`src/rtl/register_file_flags_pkg.sv`:
```
// Shared widths, the hardwired zero-register address and the packed flag layout
// used by the register file and by downstream branch logic.
package register_file_flags_pkg;

    localparam int unsigned DATA_W   = 16;
    localparam int unsigned ADDR_W   = 3;
    localparam int unsigned NUM_REGS = 2 ** ADDR_W;
    localparam int unsigned FLAGS_W  = 3;

    localparam logic [ADDR_W-1:0] ZERO_REG = '0;

    localparam int unsigned FLAG_Z = 0;
    localparam int unsigned FLAG_V = 1;
    localparam int unsigned FLAG_C = 2;

    typedef logic [FLAGS_W-1:0] flags_t;

    function automatic flags_t pack_flags(input logic z, input logic v, input logic c);
        flags_t f;
        f         = '0;
        f[FLAG_Z] = z;
        f[FLAG_V] = v;
        f[FLAG_C] = c;
        return f;
    endfunction

endpackage

```
`src/rtl/register_file_flags_if.sv`:
```
// Operand/writeback/flag bundle between the datapath (master) and the register file (slave).
interface register_file_flags_if;
    import register_file_flags_pkg::*;

    logic [ADDR_W-1:0] ra1;
    logic [ADDR_W-1:0] ra2;
    logic [DATA_W-1:0] rd1;
    logic [DATA_W-1:0] rd2;
    logic              reg_write;
    logic [ADDR_W-1:0] wa;
    logic [DATA_W-1:0] wd;
    logic              flag_write;
    logic              zero_in;
    logic              overflow_in;
    logic              carry_in;
    logic              flag_z;
    logic              flag_v;
    logic              flag_c;
    logic [7:0]        write_count;

    modport master (
        output ra1, ra2, reg_write, wa, wd, flag_write, zero_in, overflow_in, carry_in,
        input  rd1, rd2, flag_z, flag_v, flag_c, write_count
    );

    modport slave (
        input  ra1, ra2, reg_write, wa, wd, flag_write, zero_in, overflow_in, carry_in,
        output rd1, rd2, flag_z, flag_v, flag_c, write_count
    );

endinterface

```
`src/rtl/register_file_flags_flag_register.sv`:
```
// Enabled status-flag register with synchronous active-high reset; holds when disabled.
module flag_register
    import register_file_flags_pkg::*;
(
    input  logic   clk_i,
    input  logic   rst_i,
    input  logic   en_i,
    input  flags_t d_i,
    output flags_t q_o
);

    flags_t flags_q;

    always_ff @(posedge clk_i) begin
        if (rst_i) begin
            flags_q <= '0;
        end else if (en_i) begin
            flags_q <= d_i;
        end
    end

    assign q_o = flags_q;

endmodule

```
`src/rtl/register_file_flags.sv`:
```
// 8 x 16-bit register file (r0 reads as zero) with write-through bypass, a sticky
// Z/V/C flag register and a wrapping count of committed writes.
module register_file_flags
    import register_file_flags_pkg::*;
(
    input  logic                 clk_i,
    input  logic                 rst_i,
    register_file_flags_if.slave bus
);

    logic [DATA_W-1:0] regs_q [NUM_REGS];
    logic [7:0]        write_count_q;
    logic              wr_en;
    flags_t            flags_d;
    flags_t            flags_q;

    // Writes to r0 are dropped entirely, so they neither land nor count.
    assign wr_en = bus.reg_write && (bus.wa != ZERO_REG);

    always_ff @(posedge clk_i) begin
        if (rst_i) begin
            for (int i = 0; i < NUM_REGS; i++) begin
                regs_q[i] <= '0;
            end
            write_count_q <= '0;
        end else if (wr_en) begin
            regs_q[bus.wa] <= bus.wd;
            write_count_q  <= write_count_q + 8'd1;
        end
    end

    always_comb begin
        bus.rd1 = '0;
        bus.rd2 = '0;
        if (bus.ra1 != ZERO_REG) begin
            bus.rd1 = (wr_en && (bus.wa == bus.ra1)) ? bus.wd : regs_q[bus.ra1];
        end
        if (bus.ra2 != ZERO_REG) begin
            bus.rd2 = (wr_en && (bus.wa == bus.ra2)) ? bus.wd : regs_q[bus.ra2];
        end
    end

    assign flags_d = pack_flags(bus.zero_in, bus.overflow_in, bus.carry_in);

    flag_register u_flag_register (
        .clk_i (clk_i),
        .rst_i (rst_i),
        .en_i  (bus.flag_write),
        .d_i   (flags_d),
        .q_o   (flags_q)
    );

    assign bus.flag_z      = flags_q[FLAG_Z];
    assign bus.flag_v      = flags_q[FLAG_V];
    assign bus.flag_c      = flags_q[FLAG_C];
    assign bus.write_count = write_count_q;

endmodule

```
`src/flat_wrapper.sv`:
```
// flat-port wrapper written by rule: the top's interface ports become plain ports
module register_file_flags_flat import register_file_flags_pkg::*;
  (clk_i, rst_i, bus_ra1, bus_ra2, bus_reg_write, bus_wa, bus_wd, bus_flag_write, bus_zero_in, bus_overflow_in, bus_carry_in, bus_rd1, bus_rd2, bus_flag_z, bus_flag_v, bus_flag_c, bus_write_count);
  register_file_flags_if bus_i ();
  input  logic clk_i;
  input  logic rst_i;
  input wire logic [$bits(bus_i.ra1)-1:0] bus_ra1;
  input wire logic [$bits(bus_i.ra2)-1:0] bus_ra2;
  input wire logic [$bits(bus_i.reg_write)-1:0] bus_reg_write;
  input wire logic [$bits(bus_i.wa)-1:0] bus_wa;
  input wire logic [$bits(bus_i.wd)-1:0] bus_wd;
  input wire logic [$bits(bus_i.flag_write)-1:0] bus_flag_write;
  input wire logic [$bits(bus_i.zero_in)-1:0] bus_zero_in;
  input wire logic [$bits(bus_i.overflow_in)-1:0] bus_overflow_in;
  input wire logic [$bits(bus_i.carry_in)-1:0] bus_carry_in;
  output wire logic [$bits(bus_i.rd1)-1:0] bus_rd1;
  output wire logic [$bits(bus_i.rd2)-1:0] bus_rd2;
  output wire logic [$bits(bus_i.flag_z)-1:0] bus_flag_z;
  output wire logic [$bits(bus_i.flag_v)-1:0] bus_flag_v;
  output wire logic [$bits(bus_i.flag_c)-1:0] bus_flag_c;
  output wire logic [$bits(bus_i.write_count)-1:0] bus_write_count;
  assign bus_i.ra1 = bus_ra1;
  assign bus_i.ra2 = bus_ra2;
  assign bus_i.reg_write = bus_reg_write;
  assign bus_i.wa = bus_wa;
  assign bus_i.wd = bus_wd;
  assign bus_i.flag_write = bus_flag_write;
  assign bus_i.zero_in = bus_zero_in;
  assign bus_i.overflow_in = bus_overflow_in;
  assign bus_i.carry_in = bus_carry_in;
  assign bus_rd1 = bus_i.rd1;
  assign bus_rd2 = bus_i.rd2;
  assign bus_flag_z = bus_i.flag_z;
  assign bus_flag_v = bus_i.flag_v;
  assign bus_flag_c = bus_i.flag_c;
  assign bus_write_count = bus_i.write_count;
  register_file_flags u_core (.clk_i(clk_i), .rst_i(rst_i), .bus(bus_i));
endmodule
```
`config.mk`:
```
export PLATFORM = sky130hd
export DESIGN_NAME = register_file_flags_flat
export DESIGN_NICKNAME = d
export VERILOG_FILES = /design/src/rtl/register_file_flags_pkg.sv /design/src/rtl/register_file_flags_if.sv /design/src/rtl/register_file_flags_flag_register.sv /design/src/rtl/register_file_flags.sv /design/src/flat_wrapper.sv
export SDC_FILE = /design/constraint.sdc
export NUM_CORES = 1
export LEC_CHECK = 0
export CORE_ASPECT_RATIO = 0.9
export CORE_MARGIN = 8
export CORE_UTILIZATION = 58
export CTS_CLUSTER_SIZE = 14
export DETAILED_ROUTE_END_ITERATION = 8
export HOLD_SLACK_MARGIN = 0.12
export PLACE_DENSITY = 0.8
export SYNTH_ARGS = -nofsm -noshare
export SYNTH_HDL_FRONTEND = slang
export SYNTH_SLANG_ARGS = --single-unit
```
`constraint.sdc`:
```
create_clock -name clk_i -period 1.8 [get_ports clk_i]
set_input_delay 0.18 -clock clk_i [delete_from_list [all_inputs] [get_ports clk_i]]
set_output_delay 0.18 -clock clk_i [all_outputs]
set_load 0.01 [all_outputs]
```
# Word-level counts from Yosys, hierarchy flattened
# Memories as Yosys holds them, arrays and structs flattened.
# Index checks and enable logic that the tools add are counted.
# word_totals
reg_bits	11
ramBits	128
memories	1
# classes
add_sub_neg	1
eq_ne	2
n_mux	12
reduce_logical	7
# memory_table
name	words	word_bits	read_ports	rd_clocked_by_memory_dff	write_ports	line	text
u_core.regs_q	8	16	2	0	8	register_file_flags.sv:11	logic [DATA_W-1:0] regs_q [NUM_REGS];
# op_table
cell	n
$mux W16	5
$reduce_or A16 Y1	1
$reduce_bool A3 Y1	3
$add A8 B1 Y8 const B	1
$eq A3 B3 Y1	2
$mux W1	6
$logic_and A1 B1 Y1	3
$mux W3	1

# Logic depth before layout (Yosys ltp)
# Gate-level depths: netlist of run 1.
# logic_depth
word_depth	7
mapped_depth	7

# By module
# Synthesis of run 1 repeated with hierarchy kept, for this count alone.
# unflattened
cells_unflattened	554
hier_area_um2	7746.2
# modules_own_cells
module	n_inst	cells_per_inst	area_per_inst_um2	seq_area_each_um2
register_file_flags	1	545	7644.8	4003.8
flag_register	1	9	101.3	60.1

# Worst setup path after synthesis of run 1
# No wires, ideal clock.
# synth_timing
kind	in2out
start	input port bus_ra2[0]
end	output port bus_rd2[1]
t_arrival_ns	1.407
slack_ns	0.213
path_stages	6
path_cell_list	buf_6 buf_6 mux4_2 nor2b_1 a211oi_1 nor3_1
# synth_via
elab_chain_cells	4
elab_cells_between_ends	6
cone_classes	eq/ne (1); mux (2); reduce/logical (2); memory (1)
# synth_lines
element	line	text
start: declaration	flat_wrapper.sv:8	input wire logic [$bits(bus_i.ra2)-1:0] bus_ra2;
branches (longest 3 deep; another with $mem_v2 Z8 W16)	--	
$mux W16 (*)	register_file_flags.sv:38	if (bus.ra2 != ZERO_REG) begin
end: declaration	flat_wrapper.sv:17	output wire logic [$bits(bus_i.rd2)-1:0] bus_rd2;
# Mark *: on every way between the ends.

==> results of run 1 <==
path summary, 6_finish.rpt:
check,from,endpoint,depth (start not counted)
setup / recovery,u_core.regs_q[4][5],bus_rd1[5],5
hold / removal,bus_carry_in,u_core.u_flag_register.q_o[2],3
setup reg to reg,u_core.bus.write_count[0],u_core.bus.write_count[4],4
hold reg to reg,u_core.u_flag_register.q_o[2],u_core.u_flag_register.q_o[2],2
flip-flops by register name, indices dropped and copies added, names as in the netlist:
name	cells
u_core.bus.write_count	8
u_core.regs_q	128
u_core.u_flag_register.q_o	3
stage by stage:
step / setup TNS [ns] / utilization [%] / hold WS, ns / cells / worst slack (ns)
floorplan: 0 / - / 0.327 / 570 / 0.213
global placement: -72.47 / 71.8 / 0.477 / 876 / -0.839
detailed placement: -75.50 / 71.8 / 0.496 / 876 / -0.827
CTS: -8.08 / 79.8 / 0.375 / 920 / -0.325
global route: -9.98 / 80.1 / 0.429 / 920 / -0.390
finish: -8.76 / 80.1 / 0.382 / 920 / -0.369
critical path: stages, from the launching register on:
cell and delay, ns:
edfxtp_1 0.40, mux4_2 0.51, nor2b_4 0.16, a211oi_4 0.22
nor3_2 0.10, buf_2 0.17
repair_timing:
action	CTS	global route
endpoints found under the hold margin	0	0
gates resized for setup	247	9
setup endpoints to repair	32	32
cloned	3	0
pin swaps	64	4
hold buffers	0	0
setup buffers	12	0
final cells by class:
| type | count | area [sq um] |
|---|---|---|
| sequential | 139 | 4060 |
| tap | 168 | 210 |
| clock inverter | 13 | 175 |
| timing repair buffer | 193 | 1800 |
| multi-input combinational | 388 | 3860 |
| fill | 673 | 2620 |
| clock buffer | 19 | 433 |
logic make-up (layout without fill, tap and decap cells):
group | count (synthesis) | after routing | share of synthesized area, %
buffers and inverters | 43 | 225 | 3.59
flip-flops | 139 | 139 | 52.8
AO/OA/AOI/OAI | 39 | 39 | 4.29
XOR/XNOR | 11 | 11 | 1.25
AND/OR/NAND/NOR | 254 | 254 | 18.5
other | 1 | 16 | 0.0487
adder cells (fa/ha/maj) | 1 | 1 | 0.163
multiplexers | 67 | 67 | 19.4
layout by cell type, fill, tap and decap left out, drive strengths merged:
master	synthesis	routed
nand3	2	2
dfxtp	11	11
edfxtp	128	128
buf	26	152
and4	2	2
bufinv	0	4
nand2b	2	2
bufbuf	0	1
mux4	64	64
ha	1	1
o21ai	2	2
o31ai	1	1
a21oi	3	3
nand4	2	2
nor2b	32	32
or2	7	7
xnor2	10	10
nand2	7	7
clkdlybuf4s50	0	33
dlygate4sd2	0	6
mux2i	3	3
nor3	37	37
nor2	46	46
clkinv	0	6
or3	2	2
o31a	1	1
nor4	1	1
and2	112	112
clkinvlp	0	3
nand3b	1	1
clkdlybuf4s15	0	1
xor2	1	1
clkbuf	17	19
or3b	1	1
a211oi	32	32
conb	1	16
routing by layer:
layer,share of wire [%],GRT usage (%),vias to the layer above
met4,6.8,19.6,0
met3,9.7,6.85,143
met1,33,34.5,2943
li1,-,-,2452
met2,51,51.3,487
met5,0,0,-
power breakdown:
part | switching, uW | internal (uW)
Combinational | 844 | 894
Clock | 1360 | 2300
Sequential | 129 | 3740
Total | 2330 | 6930
cells in the mapped netlist (3+ instances only):
cell type,instances
mux2i_1,3
edfxtp_1,128
a21oi_1,3
nor2b_1,32
nand2_1,7
a211oi_1,24
clkbuf_1,16
nor2_2,3
nor2_1,43
nor3_1,37
a211oi_2,8
or2_2,7
dfxtp_1,11
buf_2,13
buf_6,10
mux4_1,5
and2_1,112
mux4_2,59
xnor2_1,10
==> flow_metrics.env, run 1 <==
export IMPL_outcome="complete, but fails checks"
export IMPL_violations="setup timing"
export IMPL_maxCapViolCount=0
export IMPL_netlist_top_cells_area="edfxtp_1 50%, mux4_2 17%, and2_1 9.1%, dfxtp_1 2.9%, nor2b_1 2.6%"
export IMPL_postLayoutCellArea_sq_mm=0.0105
export IMPL_timing_final_max_slew_violations=0
export IMPL_synth_top_cell_area_share_pct=49.9
export IMPL_worst_slew_margin_rel_pct=64.7
export IMPL_top_level_ports=75
export IMPL_synth_seq_area_share_pct=52.8
export IMPL_cp_max_fo=2
export IMPL_ys_ff_latch=139
export IMPL_timing_critical_path_to_type="output pin"
export IMPL_syn_area_sq_mm=0.00770
export IMPL_hold_violations=0
export IMPL_vdd_ir_drop_worst_mv=0.867
export IMPL_post_drt_via_cell_ratio=6.55
export IMPL_yosys_cell_types_count=37
export IMPL_chipHeight_um=125
export IMPL_first_pass_iters=6
export IMPL_vias_in_the_first_global_route=6387
export IMPL_async_flop_share_pct=0
export IMPL_layout_setup_ws_ns=-0.369
export IMPL_synth_top_area_cell="edfxtp_1"
export IMPL_synthesis_instances=555
export IMPL_synth_edf_count=128
export IMPL_postSynth_topFlopCell="edfxtp_1"
export IMPL_detailed_place_hpwl_um=15900
export IMPL_avgRoutedWirePerCell_um=27.8
export IMPL_placement_rows=40
export IMPL_synth_avg_cell_area_sq_um=13.9
export IMPL_floorplan_initialDensity_pct=58.5
export IMPL_routabilityCongestion=0.874
export IMPL_setup_worst_path_start_class="flop"
export IMPL_clockRootBuffer="clkbuf_16"
export IMPL_synth_to_layout_area_growth_pct=37.0
export IMPL_drt_drc_violations_left=0
export IMPL_static_leakage_power_uw=0.00402
export IMPL_initial_detailed_routing_violation_count=707
export IMPL_place_area_sq_mm=0.00946
export IMPL_antenna_left=0
export IMPL_grt_pass1_wl_um=38400
export IMPL_post_route_cells_drive_above_1_share_pct=44.7
export IMPL_gr_total_overflow=0
export IMPL_fmaxAchievable_mhz=461
export IMPL_crit_type="reg2out"
export IMPL_clkTransAtPathRegs_ns=0.06
export IMPL_setup_viol=32
export IMPL_setup_repair_after_global_routing_missed_its_margin="yes"
export IMPL_tritoncts_num_sinks=139
export IMPL_grt_max_degree=20
export IMPL_cts_buffers=17
export IMPL_finalCriticalPeriod_ns=2.17
export IMPL_n_antenna_cell=0
export IMPL_core_area_sq_mm=0.0132
export IMPL_reg2reg_setup_slack_ns=0.49
export IMPL_finalPower_uw=9260
export IMPL_max_slew_worst_pin_slew_ns=0.530
export IMPL_grt_use_total_pct=30.7
export IMPL_timing_critical_path_required_ns=1.62
export IMPL_nNetsFinal=772
export IMPL_critical_path_arrival_ns=1.99
export IMPL_number_of_input_and_output_port_buffers_inserted=74
export IMPL_antenna_found_initial=0
export IMPL_floorplan_die_area_sq_mm=0.0172
export IMPL_via_total_after_detailed_routing=6025
export IMPL_clock_latency_ns=0.43
export IMPL_clock_tree_buffer_depth=2
export IMPL_worstHoldPathType="in2reg"
export IMPL_cts_htree_levels=4
export IMPL_wirelength_um=25600
export IMPL_power_density_cell_area_mw_per_mm2=878
export IMPL_ys_warn_count=0
export IMPL_die_w_um=137
export IMPL_min_period_over_period_pct=120
export IMPL_finalClockSkew_ns=0.00238
export IMPL_cts_tree="built"
Note: power is estimated with default switching activity, not from simulation.
==> run 2, diff against run 1 <==
--- a/config.mk
+++ b/config.mk
@@ -8,6 +8,7 @@
 export CORE_ASPECT_RATIO = 0.9
 export CORE_MARGIN = 8
 export CORE_UTILIZATION = 58
+export CTS_CLUSTER_DIAMETER = 150
 export CTS_CLUSTER_SIZE = 14
 export DETAILED_ROUTE_END_ITERATION = 8
 export HOLD_SLACK_MARGIN = 0.12
==> results of run 2 <==
Final layout, timing and power as in run 1 (identical DEF).
==> run 3, diff against run 2 <==
--- a/config.mk
+++ b/config.mk
@@ -5,6 +5,7 @@
 export SDC_FILE = /design/constraint.sdc
 export NUM_CORES = 1
 export LEC_CHECK = 0
+export CAP_MARGIN = 15
 export CORE_ASPECT_RATIO = 0.9
 export CORE_MARGIN = 8
 export CORE_UTILIZATION = 58
@@ -13,6 +14,7 @@
 export DETAILED_ROUTE_END_ITERATION = 8
 export HOLD_SLACK_MARGIN = 0.12
 export PLACE_DENSITY = 0.8
+export SKIP_CTS_REPAIR_TIMING = 1
 export SYNTH_ARGS = -nofsm -noshare
 export SYNTH_HDL_FRONTEND = slang
 export SYNTH_SLANG_ARGS = --single-unit
==> run 3 against run 2 <==
Against the previous run: the flow still finishes with violations (setup timing); flip-flop and latch count unchanged; highest routed layer unchanged; die area unchanged; utilization shrank 0.51 points; via count fell by 0.73%; combinational power decreased by 2%; largest power group unchanged; sequential power is essentially flat; wire length down 2.0%; power shrank 0.31%; register-to-register slack worse by 0.05 ns; non-clock buffer count fell by 1; design area fell by 0.64%; worst hold slack better by 0.0017 ns.
==> flow_metrics.env, run 3 (synthesis gave the netlist of run 1 again) <==
export IMPL_layout_filler_cells=702
export IMPL_met2_usage_pct=46.6
export IMPL_place_area_sq_mm=0.00946
export IMPL_antenna_found_initial=0
export IMPL_crit_type="reg2out"
export IMPL_seqCellArea_sq_mm=0.00406
export IMPL_die_w_um=137
export IMPL_postLayoutCoreUtil_pct=79.6
export IMPL_multi_input_logic_area_sq_mm=0.00384
export IMPL_worst_slew_margin_rel_pct=63.7
export IMPL_max_slew_worst_pin_slew_ns=0.545
export IMPL_clock_latency_ns=0.42
export IMPL_floorplan_initialDensity_pct=58.5
export IMPL_chipHeight_um=125
export IMPL_timing_critical_path_to_type="output pin"
export IMPL_top_level_ports=75
export IMPL_fmaxAchievable_mhz=450
export IMPL_static_leakage_power_uw=0.00404
export IMPL_detailed_place_hpwl_um=15900
export IMPL_first_pass_iters=7
export IMPL_number_of_input_and_output_port_buffers_inserted=74
export IMPL_critical_path_top_delay_family="multiplexers"
export IMPL_post_route_cells_drive_above_1_share_pct=44.2
export IMPL_critPathLaunch="u_core.regs_q[5][4]"
export IMPL_wirelength_um=25100
export IMPL_drt_drc_violations_left=0
export IMPL_gr_total_overflow=0
export IMPL_cts_buffers=17
export IMPL_path_buf_inv=2
export IMPL_cp_slowest_stage_delay_ns=0.47
export IMPL_vias_in_the_first_global_route=6129
export IMPL_initial_detailed_routing_violation_count=789
export IMPL_worstHoldPathType="in2reg"
export IMPL_timing_critical_path_required_ns=1.62
export IMPL_clkTransAtPathRegs_ns=0.06
export IMPL_n_antenna_cell=0
export IMPL_groute_layer_met3_usage_pct=6.61
export IMPL_finalClockSkew_ns=0.00279
export IMPL_placement_rows=40
export IMPL_setup_repair_after_global_routing_missed_its_margin="yes"
export IMPL_outcome="complete, but fails checks"
export IMPL_maxCapViolCount=0
export IMPL_power_density_cell_area_mw_per_mm2=881
export IMPL_finalCriticalPeriod_ns=2.22
export IMPL_hold_violations=0
export IMPL_cts_htree_levels=4
export IMPL_crit_chain="buf_4, mux4_2, nor2b_4, a211oi_2, nor3_2, clkbuf_2"
export IMPL_cp_max_fo=2
export IMPL_stdcell_count=919
export IMPL_cts_tree="built"
export IMPL_globalRoute_busiestLayer="met2"
export IMPL_antenna_left=0
export IMPL_avgRoutedWirePerCell_um=27.3
export IMPL_via_total_after_detailed_routing=5981
export IMPL_critical_path_arrival_ns=2.04
export IMPL_place_detailed_instances=876
export IMPL_synth_to_layout_area_growth_pct=36.1
export IMPL_worst_r2r_startpoint="u_core.bus.write_count[0]"
export IMPL_violations="setup timing"
export IMPL_grt_pass1_wl_um=35300
export IMPL_grt_max_degree=20
export IMPL_largest_register="u_core.regs_q"
export IMPL_grt_use_total_pct=27.7
export IMPL_setup_viol=32
export IMPL_floorplan_die_area_sq_mm=0.0172
export IMPL_routabilityCongestion=0.874
export IMPL_hold_path_startpoint="bus_carry_in"
export IMPL_largest_register_ffs=128
export IMPL_min_period_over_period_pct=123
export IMPL_timing_setup_tns_ns=-9.07
export IMPL_clockRootBuffer="clkbuf_16"
export IMPL_postLayoutCellArea_sq_mm=0.0105
export IMPL_worst_path_max_delay_cell="mux4_2"
export IMPL_setup_worst_path_start_class="flop"
export IMPL_mostFrequentLayoutCell="edfxtp_1"
export IMPL_vdd_ir_drop_worst_mv=0.859
export IMPL_tritoncts_num_sinks=139
export IMPL_dp_worst_setup_slack_ns=-0.827
export IMPL_core_area_sq_mm=0.0132
export IMPL_timing_final_max_slew_violations=0
export IMPL_layout_cells_most_common_list="128 x edfxtp_1, 112 x and2_1, 94 x buf_4, 64 x mux4_2, 43 x nor2_1"
export IMPL_layout_setup_ws_ns=-0.422
export IMPL_post_drt_via_cell_ratio=6.51
export IMPL_globalRouteMet1Util_pct=32.0
export IMPL_clock_tree_buffer_depth=2
export IMPL_nNetsFinal=771
run 3: cell type report:
type	instances	share of cell area (%)
clock buffers	19	4.13
flip-flops and latches	139	38.8
multi-input cells	388	36.7
repair buffers	192	16.7
clock inverters	13	1.67
well taps	168	2.01
run 3: final timing paths:
check	cells after the start	to	slack (ns)
worst min-delay path	3	u_core.u_flag_register.q_o[2]	0.38
worst max-delay path	6	bus_rd1[4]	-0.42
worst max register to register	4	u_core.bus.write_count[4]	0.44
worst min register to register	2	u_core.u_flag_register.q_o[2]	0.50
run 3: per-layer routing:
layer	share of wire (%)	wire, um	up-vias
met4	4.9	1240	0
met1	34	8630	2992
met3	9.3	2330	109
li1	-	-	2455
met5	0	0	-
met2	51	12900	425
run 3: tightest hold or removal path, cell delays in order:
cell             delay, ns
clkdlybuf4s50_1       0.40
mux2i_1               0.13
nor2_1                0.05
run 3: where the power goes:
group | total, uW | internal (uW) | switching, uW
combinational | 1700 | 876 | 826
clock | 3670 | 2300 | 1360
sequential | 3870 | 3740 | 130
total | 9240 | 6920 | 2320
run 3: through the flow:
| stage | hold WS, ns | total power (uW) |
|---|---|---|
| after floorplan | 0.327 | 4650 |
| after global placement | 0.477 | 5400 |
| after detailed placement | 0.496 | 5460 |
| after CTS | 0.375 | 9070 |
| after global routing | 0.429 | 9430 |
| final | 0.384 | 9240 |
